**src/rtl/sequencer_pkg.sv**
```systemverilog
// sequencer_pkg: shared state encoding and instruction constants for the program sequencer
package sequencer_pkg;
   localparam int IW = 16;
   localparam logic [IW-1:0] HALT_WORD = '0;
   typedef enum logic [2:0] {
      IDLE,
      FETCH,
      WAIT,
      HALT,
      FAULT
   } state_t;
endpackage

```
**src/rtl/instr_store.sv**
```systemverilog
// instr_store: DEPTH x IW register file, one synchronous write port, combinational read
module instr_store
   import sequencer_pkg::*;
#(
   parameter int DEPTH = 16,
   parameter int AW = 4
) (
   input  logic          clock,
   input  logic          we,
   input  logic [AW-1:0] waddr,
   input  logic [IW-1:0] wdata,
   input  logic [AW-1:0] raddr,
   output logic [IW-1:0] rdata
);
   logic [IW-1:0] mem [DEPTH];
   always_ff @(posedge clock)
      if (we) mem[waddr] <= wdata;
   assign rdata = mem[raddr];
endmodule

```
**src/rtl/instr_sequencer.sv**
```systemverilog
// instr_sequencer: steps through the instruction store, handing each word to the core and waiting for done
module instr_sequencer
   import sequencer_pkg::*;
#(
   parameter int DEPTH = 16,
   parameter int AW = 4,
   parameter int TIMEOUT = 64
) (
   input  logic          clock,
   input  logic          reset,
   input  logic          load_en,
   input  logic [AW-1:0] load_addr,
   input  logic [IW-1:0] load_data,
   input  logic          start,
   input  logic          done,
   output logic [IW-1:0] iin,
   output logic          run,
   output logic [AW-1:0] pc,
   output logic          busy,
   output logic          halted,
   output logic          fault
);
   localparam int TW = $clog2(TIMEOUT);
   state_t state, state_n;
   logic [AW-1:0] pc_n;
   logic [IW-1:0] iin_n, rdata;
   logic run_n, we, stopped;
   logic [TW-1:0] timer, timer_n;
   assign stopped = state == IDLE || state == HALT || state == FAULT;
   assign we = load_en && stopped;
   instr_store #(.DEPTH(DEPTH), .AW(AW)) u_store (
      .clock(clock),
      .we(we),
      .waddr(load_addr),
      .wdata(load_data),
      .raddr(pc),
      .rdata(rdata)
   );
   always_ff @(posedge clock or posedge reset)
      if (reset) begin
         state <= IDLE;
         pc    <= '0;
         iin   <= '0;
         run   <= 1'b0;
         timer <= '0;
      end else begin
         state <= state_n;
         pc    <= pc_n;
         iin   <= iin_n;
         run   <= run_n;
         timer <= timer_n;
      end
   // a load on the same edge as start takes priority, so start is dropped
   always_comb begin
      state_n = state;
      pc_n    = pc;
      iin_n   = iin;
      run_n   = 1'b0;
      timer_n = timer;
      case (state)
         FETCH: begin
            state_n = rdata == HALT_WORD ? HALT : WAIT;
            iin_n   = rdata == HALT_WORD ? iin : rdata;
            run_n   = rdata != HALT_WORD;
            timer_n = '0;
         end
         WAIT: begin
            timer_n = timer + 1'b1;
            if (done && !run) begin
               state_n = pc == AW'(DEPTH - 1) ? HALT : FETCH;
               pc_n    = pc == AW'(DEPTH - 1) ? pc : pc + 1'b1;
            end else if (timer == TW'(TIMEOUT - 1)) begin
               state_n = FAULT;
            end
         end
         default: begin
            state_n = start && !load_en ? FETCH : state;
            pc_n    = start && !load_en ? '0 : pc;
         end
      endcase
   end
   assign busy   = state == FETCH || state == WAIT;
   assign halted = state == HALT;
   assign fault  = state == FAULT;
endmodule
```
**config.mk**
```make
export PLATFORM = sky130hd
export DESIGN_NAME = instr_sequencer
export DESIGN_NICKNAME = d
export VERILOG_FILES = /design/src/rtl/sequencer_pkg.sv /design/src/rtl/instr_store.sv /design/src/rtl/instr_sequencer.sv
export SDC_FILE = /design/constraint.sdc
export NUM_CORES = 1
export LEC_CHECK = 0
export BUFFER_PORTS_ARGS = -buffer_cell sky130_fd_sc_hd__buf_4
export CAP_MARGIN = 20
export CORE_MARGIN = 2
export CORE_UTILIZATION = 45
export DETAILED_ROUTE_END_ITERATION = 16
export PLACE_DENSITY = 0.61
export SETUP_SLACK_MARGIN = 0.05
export SKIP_CTS_REPAIR_TIMING = 1
export SYNTH_ARGS = -nofsm -noshare
export SYNTH_HDL_FRONTEND = slang
export SYNTH_SLANG_ARGS = --single-unit
export TNS_END_PERCENT = 30
```
**constraint.sdc**
```tcl
create_clock -name clock -period 3.31 [get_ports clock]
set_clock_uncertainty 0.15 [all_clocks]
set_input_delay 0.1655 -clock clock [delete_from_list [all_inputs] [get_ports clock]]
set_output_delay 0.1655 -clock clock [all_outputs]
set_load 0.005 [all_outputs]
```
# Yosys cells after proc, flatten, opt, wreduce, memory -nomap -nowiden
# Memory sizes are Yosys's and may differ from the RTL's.
# Index checks and enable logic that the tools add are counted.
[op_classes] bitwise=2 addsub=2 n_reduce_logical=17 n_mux=14 eq_ne=9
[op_table] op="zero test 16 bit" count=1
[op_table] op="nonzero test 16 bit" count=1
[op_table] op="2-to-1 mux 4 bit" count=3
[op_table] op="one-hot mux 6 bit (2 select lines)" count=1
[op_table] op="2-to-1 mux 3 bit" count=3
[op_table] op="one-hot mux 4 bit (2 select lines)" count=1
[op_table] op="adder 6 x 1 -> 6 bit, second input constant" count=1
[op_table] op="equality test 3 x 2 -> 1 bit, second input constant" count=2
[op_table] op="equality test 6 bit, second input constant" count=1
[op_table] op="one-hot mux 3 bit (2 select lines)" count=1
[op_table] op="adder 4 x 1 -> 4 bit, second input constant" count=1
[op_table] op="equality test 4 bit, second input constant" count=1
[op_table] op="2-to-1 mux 1 bit" count=4
[op_table] op="!= test 2 bit, second input constant" count=2
[op_table] op="AND reduction 2 bit" count=2
[op_table] op="AND reduction 4 bit" count=1
[op_table] op="nonzero test 2 bit" count=2
[op_table] op="equality test 3 x 1 -> 1 bit, second input constant" count=1
[op_table] op="equality test 3 bit, second input constant" count=1
[op_table] op="logical AND 1 bit" count=3
[op_table] op="zero test 3 bit" count=1
[op_table] op="logical OR 1 bit" count=3
[op_table] op="!= test 3 bit, second input constant" count=1
[op_table] op="nonzero test 3 bit" count=1
[op_table] op="other kinds (3)" count=5
[word_totals] mem_bits_rw=256 regBits=30 wordCells=50 out_inout_bits=24 mem_count=1
[mem_list] name="u_store.mem" depth=16 word_bits=16 rd=1 rd_ports_with_merged_regs=0 wr=1 line="instr_store.sv:15" text="logic [IW-1:0] mem [DEPTH];"

# Longest topological paths before layout
# Gate-level depths: netlist (run 1).
[logic_depth] ltp_word=6 mapped_depth=12

# Hierarchy
# A second synthesis (run 1) with hierarchy kept.
[unflattened] hier_cells=544 area_unflattened_um2=11205.7
[modules_own_cells] module="instr_store" cells_per_inst=416 instances=1 seq_area_each_um2=7687.4 area_each_um2=9723.1
[modules_own_cells] module="instr_sequencer" cells_per_inst=128 instances=1 seq_area_each_um2=750.7 area_each_um2=1482.7

# Worst setup path after synthesis (run 1)
# No wires, ideal clock.
[synth_timing] path_kind="register -> register" from="register pc[2]" to="register state[0]" stages_incl_launch_ff=12 path_slack_ns=-0.139 arrival_ns=3.226 path_cell_list="dfrtp_1 > buf_2 > buf_1 > clkbuf_1 > buf_1 > mux2i_1 > o2111ai_1 > a22o_1 > or4_1 > buf_2 > buf_6 > a21oi_2"
[synth_via] elab_chain_len=4
[synth_lines] item="start: declaration" line="instr_sequencer.sv:18" text="output logic [AW-1:0] pc,"
[synth_lines] item="start signal: assignment" line="instr_sequencer.sv:48" text="pc <= pc_n;"
[synth_lines] item="memory read (16 x 16 bit)"
[synth_lines] item="zero test 16 bit" line="instr_sequencer.sv:62" text="state_n = rdata == HALT_WORD ? HALT : WAIT;"
[synth_lines] item="2-to-1 mux 1 bit" line="instr_sequencer.sv:62"
[synth_lines] item="one-hot mux 3 bit (2 select lines)" line="instr_sequencer.sv:60" text="case (state)"
[synth_lines] item="end signal: assignment" line="instr_sequencer.sv:47" text="state <= state_n;"
[synth_lines] item="end: declaration" line="instr_sequencer.sv:24" text="state_t state, state_n;"
# No other way between the ends.
# A chain may end at the register's enable or synchronous reset.

# Final worst setup path (run 1)
[layout_timing] from="register pc[1]" to="register iin[4]"
[layout_via] elab_chain_len=4
[layout_lines] item="memory read (16 x 16 bit) *"
[layout_lines] item="zero test 16 bit" line="instr_sequencer.sv:63" text="iin_n = rdata == HALT_WORD ? iin : rdata;"
[layout_lines] item="inverter 1 bit (no line)"
[layout_lines] item="AND reduction 2 bit (no line)"
[layout_lines] item="end signal: assignment" line="instr_sequencer.sv:49" text="iin <= iin_n;"
[layout_lines] item="end: declaration" line="instr_sequencer.sv:16" text="output logic [IW-1:0] iin,"
# Every way passes the cells marked *; elsewhere a longest branch is shown, timed or not.

==> metrics.md, run 1 <==
| Metric | Value |
|---|---|
| Status | `complete, no violations` |
| Most frequent cells in the layout | `edfxtp_1 (256), buf_4 (99), mux4_2 (53)` |
| Post-place setup slack | `-86.1 ps` |
| Initial antenna violation count | `0` |
| Core region area | `about 25000 um^2` |
| Synth Cell Area | `approximately 12000 um^2` |
| Pwr Density | `708 nW/um^2` |
| CTS Root Cell | `clkbuf_16` |
| IO Count | `49` |
| CTS tree | `yes` |
| Slowest cell on the critical path | `or4_4` |
| Global-route wire length before repair | `about 40 mm` |
| Die extent in y | `164 um` |
| Synth area leaders | `edfxtp_1 (67%), mux4_2 (10%), dfrtp_1 (6.5%)` |
| Cell area after layout | `14000 um^2` |
| Fin. Hold Viols | `0` |
| Commonest non-fill, non-tap cell in the layout | `edfxtp_1` |
| HPWL Detailed | `between 15 and 20 mm` |
| Maximum vdd drop | `around 0.37 mV` |
| Sink Count | `around 290` |
| Setup CP Type | `reg -> reg` |
| Syn avg cell area | `about 18 um^2` |
| CTS H-tree lvls | `1` |
| Type of destination of the critical path | `register` |
| Worst Path Max Fanout | `8` |
| RSZ-0062 raised after global routing | `true` |
| PortBufs | `48` |
| Row cnt | `58` |
| Placed Area | `between 10000 and 15000 um^2` |
| Final WS setup | `35.5 ps` |
| Crit start category | `register` |
| WP buf/inv | `2` |
| Antenna viol nets, final | `0` |
| Fmax | `0.305 GHz` |
| Cells after Synth | `636` |
| Net Count, Synth | `663` |
| Die area | `26900 um^2` |
| Slew margin rel. | `0.441` |
| WP data arrival | `3580 ps` |
| GRT Util Overall | `0.201` |
| Share of the synthesized area in the top cell type | `0.667` |
| Number of synthesized flops with an enable pin | `256` |
| CTS max path bufs | `3` |
| Seq/Total Area, Yosys | `0.732` |
| Num CTS Buffers | `29` |
| Synth Register Bits | `between 200 and 300` |
| Async set or reset register ratio after synthesis | `0.105` |
| Fraction of layout cells with a size suffix above 1 | `0.332` |
| Crit path max-delay family | `simple AND/OR/NAND/NOR gates` |
| Crit path top cell by count | `or4_4` |
| Max-cap violations | `0` |
| Detailed-route DRC error count | `0` |
| Setup-failing EPs final | `0` |
| Measured slew at the worst slew-check pin | `roughly 830 ps` |
| Crit-path max cell delay | `between 500 and 600 ps` |
| HP Class | `in -> reg` |
| Routability cong. | `0.876` |
| Final min period | `~3300 ps` |
| Synth-to-layout area growth | `21.2%` |
| Period utilisation layout | `0.989` |
| Die width | `between 150 and 200 um` |
| Drt wl/cell | `around 24 um` |
| WL final | `roughly 26 mm` |
| Clock Latency Late Sink | `550 ps` |
| Largest net degree at the start of global routing | `37` |
| Synth unique cells | `around 50` |
| Power consumption | `just under 10 mW` |
| Initial core utilization | `0.458` |
| Top_reg_cell synth | `edfxtp_1` |
| WHS | `just under 20 ps` |
| Layout Utilization | `0.555` |
| Initial DRC count | `roughly 590` |
| Worst-path clk slew | `around 60 ps` |
| Vias | `between 6000 and 7000` |
| Pleak | `about 4.7 nW` |
| Slew Limit Fails | `0` |
| Cell taking the most area after synthesis | `edfxtp_1` |
| Req. time, crit path | `3610 ps` |
| Crit path cell chain | `buf_6 -> mux4_2 -> o22a_1 -> a22o_1 -> or4_4 -> or4_4 -> buf_12 -> a211oi_2` |
| DRT Pass-1 Iters | `5` |
| Vias/cell | `5.70` |
| Post-layout net count | `795` |
| Warnings, synthesis | `0` |
| Total congestion overflow | `0` |
| Antenna cells | `0` |
| Vias in the first global route | `between 6000 and 7000` |
-- cell usage after synthesis, drive strengths merged (6+ instances only) --
| cell type | count |
|---|---|
| edfxtp | 256 |
| mux4 | 53 |
| nor2 | 46 |
| mux2i | 34 |
| dfrtp | 30 |
| o21ai | 22 |
| buf | 20 |
| nand2 | 20 |
| a21oi | 16 |
| inv | 15 |
| mux2 | 13 |
| clkbuf | 11 |
| a211oi | 9 |
| o22ai | 9 |
| nand2b | 7 |
| a22o | 6 |
| a22oi | 6 |
| or2 | 6 |
-- path summary, 6_finish.rpt --
| kind | startpoint | end | slack [ps] | depth (start not counted) |
|---|---|---|---|---|
| setup / recovery | pc[1]$_DFFE_PP0P_ | iin[4]$_DFFE_PP0P_ | 40 | 8 |
| hold / removal | load_en | state[1]$_DFFE_PP0P_ | 20 | 4 |
| setup reg to reg | pc[1]$_DFFE_PP0P_ | iin[4]$_DFFE_PP0P_ | 40 | 8 |
| hold reg to reg | timer[5]$_DFFE_PP0P_ | timer[5]$_DFFE_PP0P_ | 350 | 1 |
| max in group asynchronous | reset | iin[2]$_DFFE_PP0P_ | 2160 | 4 |
| min in group asynchronous | reset | iin[12]$_DFFE_PP0P_ | 200 | 3 |
-- logic make-up (layout without fill, tap and decap cells) --
| family | after synthesis | in the layout | synth area share |
|---|---|---|---|
| DFF | 286 | 286 | 0.732 |
| and+or+nand+nor | 115 | 115 | 0.0485 |
| muxes | 100 | 100 | 0.146 |
| AOI/OAI and AO/OA | 83 | 83 | 0.0507 |
| buffers and inverters | 47 | 199 | 0.0186 |
| xor gates and xnor gates | 3 | 3 | 0.00228 |
| adders and majority gates | 2 | 2 | 0.00217 |
-- registers in the layout, indices dropped and copies added, names as in the netlist --
| signal | flops |
|---|---|
| timer | 6 |
| run | 1 |
| u_store.mem | 256 |
| state | 3 |
| iin | 16 |
| pc | 4 |
-- through the flow --
step | instances | TNS [ps]
after floorplan | 636 | 0
after global placement | 1039 | 0
after detailed placement | 1039 | -384
after CTS | 1090 | -559
after global routing | 1118 | -61.7
final | 1118 | 0
-- cell type report --
class                           count  area (um^2)
Fill cell                        1899        11200
Clock inverter                     18          161
Inverter                           16         60.1
Tap cell                          330          413
Clock buffer                       33          741
Sequential cell                   286         8440
Multi-Input combinational cell    303         2970
Timing Repair Buffer              132         1180
-- worst min-delay path, stage by stage --
cell and delay [ps]:
buf_4 80, nand2b_1 130, a32oi_1 100, o221ai_1 190
-- power by group --
part           switching, mW  leakage, nW  total (mW)  internal, mW
sequential             0.153         2.68        4.30          4.15
combinational           1.24         1.54        2.49          1.25
clock                   1.29        0.441        3.11          1.82
-- routing by layer --
metal / share of wire / vias to the layer above / track usage
met4: 0.024 / 0 / 0.0530
met3: 0.054 / 42 / 0.0311
li1: - / 2811 / -
met2: 0.50 / 198 / 0.339
met1: 0.42 / 3323 / 0.276
met5: 0 / - / 0
Power figures use the tool's default switching activity.
==> inputs of run 2 (changes only) <==
HOLD_SLACK_MARGIN = 0.06   (was default)
==> run 2 against run 1 <==
Against the previous run: clock power barely moved; routed wire length barely moved; register-to-register slack barely moved; sequential share of layout area fell by 0.13 points; hold slack improved by 180 ps; largest power group unchanged; critical path depth did not move; fmax barely moved; highest routed layer unchanged; cell count rose by 0.27%.
==> metrics.md, run 2 (synthesis gave the netlist of run 1 again) <==
| Metric | Value |
|---|---|
| PortBufs | `48 (unchanged)` |
| Detailed-route DRC error count | `0 (unchanged)` |
| HP Class | `in -> async` |
| CTS tree | `yes` |
| WL final | `26.4 mm (about the same)` |
| Multi-input logic area | `2970 um^2 (unchanged)` |
| Global-route wire length before repair | `39.8 mm (unchanged)` |
| Clock Latency Late Sink | `540 ps (about the same)` |
| Routability cong. | `0.876 (unchanged)` |
| Req. time, crit path | `3610 ps (about the same)` |
| Antenna cells | `0 (unchanged)` |
| Most frequent cells in the layout | `edfxtp_1 (256), buf_4 (99), mux4_2 (53)` |
| Vias | `6385 (+0.17%)` |
| Slowest cell on the critical path | `or4_4` |
| CTS H-tree lvls | `1 (unchanged)` |
| Measured slew at the worst slew-check pin | `827 ps (-2.41 ps)` |
| Placed Area | `12700 um^2 (unchanged)` |
| Core region area | `25200 um^2 (unchanged)` |
| Crit path top cell by count | `or4_4` |
| Num CTS Buffers | `29 (unchanged)` |
| Largest registers | `u_store.mem x256, iin x16, timer x6` |
| GRT Util Overall | `0.201 (unchanged)` |
| WP data arrival | `3580 ps (about the same)` |
| Commonest non-fill, non-tap cell in the layout | `edfxtp_1` |
| CTS Root Cell | `clkbuf_16` |
| Fraction of layout cells with a size suffix above 1 | `0.331 (-0.00126)` |
| Crit path cell chain | `buf_6 -> mux4_2 -> o22a_1 -> a22o_1 -> or4_4 -> or4_4 -> buf_12 -> a211oi_2` |
| Slew Limit Fails | `0 (unchanged)` |
| Period utilisation layout | `0.989 (about the same)` |
| Crit-path max cell delay | `580 ps (about the same)` |
| Die extent in y | `164 um (unchanged)` |
| Sequential cell area | `8440 um^2 (unchanged)` |
| Initial core utilization | `0.458 (unchanged)` |
| Die area | `26900 um^2 (unchanged)` |
| Placed Cells | `1039 (unchanged)` |
| Vias/cell | `5.70 (about the same)` |
| CTS max path bufs | `3 (unchanged)` |
| WP buf/inv | `2 (unchanged)` |
| Row cnt | `58 (unchanged)` |
| Max reg flops | `256 (unchanged)` |
| Initial DRC count | `628 (+5.7%)` |
| Worst Path Max Fanout | `8 (unchanged)` |
| Maximum vdd drop | `0.372 mV (+0.45%)` |
| Antenna viol nets, final | `0 (unchanged)` |
| HPWL Detailed | `16.7 mm (unchanged)` |
| Setup-failing EPs final | `0 (unchanged)` |
| Drt wl/cell | `23.6 um (-0.17%)` |
| RSZ-0062 raised after global routing | `true` |
| Post-layout net count | `798 (+0.38%)` |
| Initial antenna violation count | `0 (unchanged)` |
| Worst-path clk slew | `60 ps (about the same)` |
| Crit start category | `register` |
| Type of destination of the critical path | `register` |
| Vias in the first global route | `6471 (unchanged)` |
| DRT Pass-1 Iters | `5 (unchanged)` |
| Final min period | `3280 ps (+0.605 ps)` |
| Max-cap violations | `0 (unchanged)` |
| Total congestion overflow | `0 (unchanged)` |
| Largest net degree at the start of global routing | `37 (unchanged)` |
| Sum Neg Setup Slack | `0 ps (unchanged)` |
| Pwr Density | `707 nW/um^2 (-0.16%)` |
| Reg with most FFs | `u_store.mem` |
| Fin. Hold Viols | `0 (unchanged)` |
| Fmax | `0.305 GHz (about the same)` |
| Setup CP Type | `reg -> reg` |
| FILL cells | `1896 (-0.16%)` |
| IO Count | `49 (unchanged)` |
| Slew margin rel. | `0.443 (+0.00162)` |
| Power consumption | `9.91 mW (about the same)` |
| Sink Count | `286 (unchanged)` |
| Die width | `164 um (unchanged)` |
| Pleak | `4.68 nW (+0.27%)` |
| Finished Layout Cells | `1121 (+0.27%)` |
| Synth-to-layout area growth | `21.5%` |
| Status | `complete, no violations` |
| Cell area after layout | `14000 um^2 (+0.21%)` |
| Crit path max-delay family | `simple AND/OR/NAND/NOR gates` |
run 2: layer usage:
layer,GRT usage,share of wire
met1,0.276,0.42
met2,0.339,0.50
met4,0.0530,0.023
met5,0,0
met3,0.0311,0.055
run 2: final cells by class:
cell class	instances	share of cell area
clock inverters	18	0.0115
well taps	330	0.0295
multi-input cells	303	0.212
flip-flops and latches	286	0.603
repair buffers	135	0.0864
clock buffers	33	0.0529
inverters	16	0.00429
run 2: worst paths after layout:
kind / from / cells after the start / endpoint / slack (ps)
max in group asynchronous: reset / 4 / iin[2]$_DFFE_PP0P_ / 2160
min in group clock: load_data[3] / 2 / u_store.mem[11][3]$_DFFE_PP_ / 320
min: reset / 3 / iin[12]$_DFFE_PP0P_ / 200
max: pc[1]$_DFFE_PP0P_ / 8 / iin[4]$_DFFE_PP0P_ / 30
min reg2reg: timer[5]$_DFFE_PP0P_ / 1 / timer[5]$_DFFE_PP0P_ / 360
max reg2reg: pc[1]$_DFFE_PP0P_ / 8 / iin[4]$_DFFE_PP0P_ / 30
run 2: through the flow:
step	util	hold WS, ps	worst slack (ps)
2_1_floorplan	-	106	51.1
4_1_cts	0.541	-355	-124
3_3_place_gp	0.505	207	8.57
3_5_place_dp	0.505	222	-86.1
6_report	0.556	197	34.9
5_1_grt	0.556	273	-28.2
run 2: where the power goes:
group          internal [mW]  total, mW  switching, mW
Combinational           1.25       2.50           1.25
Clock                   1.82       3.11           1.28
Sequential              4.15       4.30          0.152
Total                   7.23       9.91           2.68
run 2: tightest hold or removal path: stages:
cell and delay, ps:
dlygate4sd3_1 540, buf_4 130, inv_1 590
